**config.mk**
```make
export PLATFORM = sky130hd
export DESIGN_NAME = output_port_allocator
export DESIGN_NICKNAME = d
export VERILOG_FILES = /design/src/rtl/output_port_allocator.sv
export SDC_FILE = /design/constraint.sdc
export NUM_CORES = 1
export LEC_CHECK = 0
export CORE_ASPECT_RATIO = 1.5
export CORE_MARGIN = 4
export CORE_UTILIZATION = 55
export DETAILED_ROUTE_END_ITERATION = 10
export PLACE_DENSITY = 0.72
export SYNTH_ARGS = -nofsm -noshare
export SYNTH_HDL_FRONTEND = slang
export SYNTH_SLANG_ARGS = --single-unit
```
**constraint.sdc**
```tcl
create_clock -name clk -period 4.7 [get_ports clk]
set_input_delay 0.94 -clock clk [delete_from_list [all_inputs] [get_ports clk]]
set_output_delay 0.94 -clock clk [all_outputs]
set_load 0.05 [all_outputs]
```
**src/rtl/output_port_allocator.sv**
```systemverilog
// -----------------------------------------------------------------------------
// output_port_allocator
//
// Switch allocator for the seven-port (E, W, N, S, PE, UP, DOWN) wormhole
// router. Each output port runs its own IDLE/LOCKED FSM with round-robin
// arbitration over the inputs that request it. The winning input keeps the
// output until its tail flit has crossed the crossbar.
//
// Port index everywhere: 0=E, 1=W, 2=N, 3=S, 4=PE, 5=UP, 6=DOWN.
//
// Ports
//   clk        in   1     rising-edge clock
//   rst        in   1     asynchronous active-low reset
//   req_valid  in   NP    input i has a routed flit at its FIFO head
//   req_port   in   3*NP  [3i+2:3i] destination output of input i (7 = none)
//   flit_tail  in   NP    head flit of input i is a tail flit
//   out_ready  in   NP    downstream of output o can accept a flit
//   rd_en      out  NP    pop input FIFO i this cycle
//   out_en     out  NP    crossbar output o carries a valid flit this cycle
//   out_sel    out  3*NP  [3o+2:3o] input index owning output o
//   out_busy   out  NP    output o is locked to a packet
// -----------------------------------------------------------------------------
module output_port_allocator #(
  parameter int NP = 7
) (
  input  logic              clk,
  input  logic              rst,
  input  logic [NP-1:0]     req_valid,
  input  logic [3*NP-1:0]   req_port,
  input  logic [NP-1:0]     flit_tail,
  input  logic [NP-1:0]     out_ready,
  output logic [NP-1:0]     rd_en,
  output logic [NP-1:0]     out_en,
  output logic [3*NP-1:0]   out_sel,
  output logic [NP-1:0]     out_busy
);

  localparam int IW = 3;

  typedef enum logic {
    IDLE   = 1'b0,
    LOCKED = 1'b1
  } state_e;

  // Per-output registered state.
  state_e          state_q [NP];
  logic [IW-1:0]   owner_q [NP];
  logic [IW-1:0]   ptr_q   [NP];
  logic [NP-1:0]   busy_q;

  // Combinational arbitration / transfer signals.
  logic [NP-1:0]   held;            // input i currently owns some locked output
  logic [NP-1:0]   cand    [NP];    // cand[o][i]: input i is eligible for output o
  logic [NP-1:0]   win_vld;
  logic [IW-1:0]   win_idx [NP];
  logic [NP-1:0]   xfer;            // locked output o moves a flit this cycle
  logic [NP-1:0]   owner_tail;      // flit being moved on output o is a tail

  // Candidate qualification. An input that already holds a lock is excluded,
  // which is what guarantees an input can never own two outputs at once.
  always_comb begin
    held = '0;
    for (int o = 0; o < NP; o++) begin
      if (state_q[o] == LOCKED) held[owner_q[o]] = 1'b1;
    end
    for (int o = 0; o < NP; o++) begin
      cand[o] = '0;
      for (int i = 0; i < NP; i++) begin
        cand[o][i] = req_valid[i]
                   && (req_port[IW*i +: IW] == IW'(o))
                   && (i != o)
                   && !held[i];
      end
    end
  end

  // Round-robin search starting one past the last owner, wrapping NP-1 -> 0.
  // The pointer only ever holds 0..NP-1, so one subtraction wraps it.
  always_comb begin
    int            c;
    logic [IW-1:0] idx;
    c   = 0;
    idx = '0;
    for (int o = 0; o < NP; o++) begin
      win_vld[o] = 1'b0;
      win_idx[o] = '0;
      for (int k = 1; k <= NP; k++) begin
        c = int'(ptr_q[o]) + k;
        if (c >= NP) c = c - NP;
        idx = IW'(c);
        if (!win_vld[o] && cand[o][idx]) begin
          win_vld[o] = 1'b1;
          win_idx[o] = idx;
        end
      end
    end
  end

  // Transfers happen only in LOCKED, gated by the owner's FIFO and downstream.
  always_comb begin
    for (int o = 0; o < NP; o++) begin
      xfer[o]       = (state_q[o] == LOCKED) && req_valid[owner_q[o]] && out_ready[o];
      owner_tail[o] = flit_tail[owner_q[o]];
    end
  end

  // rd_en is the OR of each input's grant across outputs.
  always_comb begin
    rd_en = '0;
    for (int o = 0; o < NP; o++) begin
      if (xfer[o]) rd_en[owner_q[o]] = 1'b1;
    end
  end

  always_comb begin
    out_sel = '0;
    for (int o = 0; o < NP; o++) begin
      out_sel[IW*o +: IW] = owner_q[o];
    end
  end

  assign out_en   = xfer;
  assign out_busy = busy_q;

  // Per-output FSM. Pointer resets to NP-1 so input 0 has first priority.
  // NOTE: sequential state uses non-blocking assignments only, so every
  // output's FSM sees the same pre-edge values regardless of loop order.
  always_ff @(posedge clk or negedge rst) begin
    if (!rst) begin
      for (int o = 0; o < NP; o++) begin
        state_q[o] <= IDLE;
        owner_q[o] <= '0;
        ptr_q[o]   <= IW'(NP - 1);
        busy_q[o]  <= 1'b0;
      end
    end else begin
      for (int o = 0; o < NP; o++) begin
        case (state_q[o])
          IDLE: begin
            if (win_vld[o]) begin
              state_q[o] <= LOCKED;
              owner_q[o] <= win_idx[o];
              busy_q[o]  <= 1'b1;
            end
          end
          LOCKED: begin
            if (xfer[o] && owner_tail[o]) begin
              state_q[o] <= IDLE;
              ptr_q[o]   <= owner_q[o];
              busy_q[o]  <= 1'b0;
            end
          end
          default: begin
            state_q[o] <= IDLE;
            busy_q[o]  <= 1'b0;
          end
        endcase
      end
    end
  end

endmodule

```
==> metrics.md <==
| Metric | Value |
|---|---|
| Area growth from synthesis to layout | `12.2%` |
| Final Util | `0.630` |
| DR WL/cell | `23.8 um` |
| Slew margin rel. | `0.405` |
| Worst endpoint required time | `3760 ps` |
| Postcts setup bufs | `0` |
| HP Class | `flop to flop` |
| CP Capture Type | `output port` |
| Worst skew pair latency | `340 ps` |
| Most frequent cells in the layout | `156 x nand2_1, 151 x nor2_1, 108 x a21oi_1` |
| Layout cells sized above 1 | `0.131` |
| DRT Pass-1 Iters | `6` |
| Crit path kind | `input port to output port` |
| First-pass GRT wire length | `82.8 mm` |
| Crit path time final | `4580 ps` |
| Synth Flop Type | `dfrtp_1` |
| Final setup margin | `115 ps` |
| CTS tree | `built` |
| Status | `completed` |
| Clock Skew | `8.96 ps` |
| Core Area | `23900 um2` |
| Tcrit/Tclk final | `0.975` |
| Pre-CTS WS | `183 ps` |
| Post-CTS Hold Fix Bufs | `0` |
| Final setup fails | `0` |
| Seq/Total Area, Yosys | `0.106` |
| Worst R2R End | `out_sel[11]$_DFFE_PN0P_` |
| Most common cell after layout, fill and taps aside | `nand2_1` |
| # rows | `69` |
| Slowest stage delay, CP | `650 ps` |
| Asr flop ratio synth | `1.00` |
| Reg-to-reg slack, setup | `330 ps` |
| Vias in the first global route | `15300` |
| Final Hold Vio Count | `0` |
| Largest net degree at the start of global routing | `31` |
| Clk pin slew, worst setup/hold paths | `80 ps` |
| Max Fclk | `218 MHz` |
| Tot GR Track Use | `0.387` |
| Post-DP HPWL | `42.1 mm` |
| Initial core utilization | `0.562` |
| Deepest clock path buffer count | `2` |
| Setup crit start | `req_valid[4]` |
| Die X | `136 um` |
| Remaining DRCs | `0` |
| Cts bufs inserted | `5` |
| Nets | `2034` |
| Crit path launch type | `input port` |
| MaxCap Viol Count | `0` |
| Hold Path End | `out_busy[0]$_DFFE_PN0P_` |
| Final ANT Viol Nets | `0` |
| Mapped Cells | `1823` |
| Routability congestion estimate | `1.14` |
| Synth Register Bits | `56` |
| RSZ-0062 raised after global routing | `false` |
| Global route overflow | `0` |
| Routed wire length | `53.1 mm` |
| Placed inst area | `14900 um2` |
| Post-Syn Area | `13400 um2` |
| Most frequent CP cell | `o31ai_1` |
| Worst flop-to-flop path startpoint | `ptr_q[10]$_DFFE_PN1P_` |
| Pins Over Slew Limit | `0` |
| Crit-path leading delay family | `compound AO/OA/AOI/OAI gates` |
| N_diodes | `0` |
| Slowest cell on crit path | `clkdlybuf4s50_1` |
| Clock sinks | `56` |
| Crit-path cells | `clkdlybuf4s50_1, mux4_2, o2111a_1, nor2b_1, a22oi_1, o31ai_1, a2111oi_0, o31ai_1, buf_4` |
| H-tree Lvls | `2` |
| Die area | `27000 um2` |
| Root buffer cell | `clkbuf_16` |
| Buffers & Inverters on Critical Path | `2` |
| Syn. warnings | `0` |
| Initial antenna violation count | `0` |
| Critical Path Fanout Max | `13` |
| Via count | `15600` |
| Hold depth | `1` |
| Worst Tran Pin Value | `890 ps` |
| HP Start | `out_busy[0]$_DFFE_PN0P_` |
| Syn_area_per_cell | `7.37 um2` |
| Number of synthesized flops with an enable pin | `0` |
| Ports | `86` |
| FF-to-FF path depth | `14` |
| Die height | `199 um` |
| Post-Syn Nets | `1948` |
| Vias per inst | `7.01` |
| I/O Buffers | `85` |
| Initial DRC Count | `1479` |
| Yosys cell types | `115` |
| Finished Cell Area | `15100 um2` |
| Critical path data arrival time | `3640 ps` |
| Resized Gates After CTS | `0` |
-- kinds of logic after synthesis --
kind of cell             after synthesis  share of synthesized area
buffers and inverters                197                     0.0612
AND/OR/NAND/NOR                      804                      0.344
multiplexers                         109                     0.0990
adder cells (fa/ha/maj)               81                     0.0794
XOR/XNOR                              60                     0.0391
flip-flops                            56                      0.106
AO/OA/AOI/OAI                        516                      0.272
-- cell usage after synthesis, types with 11 or more instances --
| cell type | instances | area share |
|---|---|---|
| mux2_2 | 31 | 0.026 |
| dfrtp_1 | 42 | 0.078 |
| ha_1 | 74 | 0.069 |
| mux2i_1 | 62 | 0.046 |
| o211ai_1 | 17 | 0.0095 |
| o21a_1 | 16 | 0.0089 |
| a311oi_1 | 11 | 0.0072 |
| clkbuf_1 | 52 | 0.015 |
| o22ai_1 | 24 | 0.011 |
| nand2_1 | 156 | 0.044 |
| inv_1 | 91 | 0.025 |
| a211oi_1 | 13 | 0.0073 |
| dfstp_2 | 14 | 0.027 |
| nand2b_1 | 38 | 0.018 |
| xor2_1 | 23 | 0.015 |
| buf_2 | 32 | 0.012 |
| nand3b_1 | 17 | 0.0095 |
| nor2_1 | 151 | 0.042 |
| nor2b_1 | 31 | 0.014 |
| nor3_1 | 75 | 0.028 |
| o21ai_0 | 94 | 0.035 |
| a31oi_1 | 33 | 0.015 |
| o311ai_0 | 12 | 0.0078 |
| o31ai_1 | 13 | 0.0073 |
| and2_1 | 16 | 0.0075 |
| and4b_1 | 11 | 0.0082 |
| xnor2_1 | 37 | 0.024 |
| a21oi_1 | 108 | 0.040 |
| nand4_1 | 32 | 0.015 |
| and3_1 | 21 | 0.0098 |
| a21boi_0 | 11 | 0.0061 |
| nor3b_1 | 11 | 0.0061 |
| mux4_2 | 16 | 0.027 |
| or3_1 | 21 | 0.0098 |
| nor4_1 | 37 | 0.017 |
| nand3_1 | 63 | 0.023 |
| nand4b_1 | 30 | 0.020 |
-- routing by layer --
| metal | part of all wire | vias up | GRT usage |
|---|---|---|---|
| met5 | 0 | - | 0 |
| met4 | 0.085 | 0 | 0.280 |
| met3 | 0.076 | 290 | 0.0700 |
| met2 | 0.48 | 872 | 0.659 |
| met1 | 0.36 | 7311 | 0.431 |
| li1 | - | 7149 | - |
-- cell type report --
cell class                      instances  area [um2]
Clock buffer                            6         139
Inverter                               95         357
Fill cell                            2277        8840
Multi-Input combinational cell       1570       11200
Sequential cell                        56        1420
Timing Repair Buffer                  181        1550
Clock inverter                          2        10.0
Tap cell                              319         399
-- metrics by stage --
stage	setup TNS (ps)	std cells	hold slack (ps)
CTS	0	2229	483
global placement	0	2221	467
floorplan	-15.8	1823	517
detailed placement	0	2221	466
finish	0	2229	481
global route	0	2229	504
-- registers in the layout (all words and copies together) (netlist names) --
signal / cells
ptr_q: 21
out_busy: 7
state_q: 7
out_sel: 21
-- worst max-delay path by stage --
stage / depth (start not counted) / slack [ps] / to
after floorplan: 6 / -20 / rd_en[0]
after global placement: 9 / 240 / rd_en[3]
after detailed placement: 9 / 180 / rd_en[1]
after CTS: 9 / 170 / rd_en[1]
after global routing: 9 / 8 / rd_en[3]
final: 9 / 120 / rd_en[1]
Power is left out: the tool's default activity adds up to more than one toggle a clock period on the data nets, which glitch-free logic cannot reach.
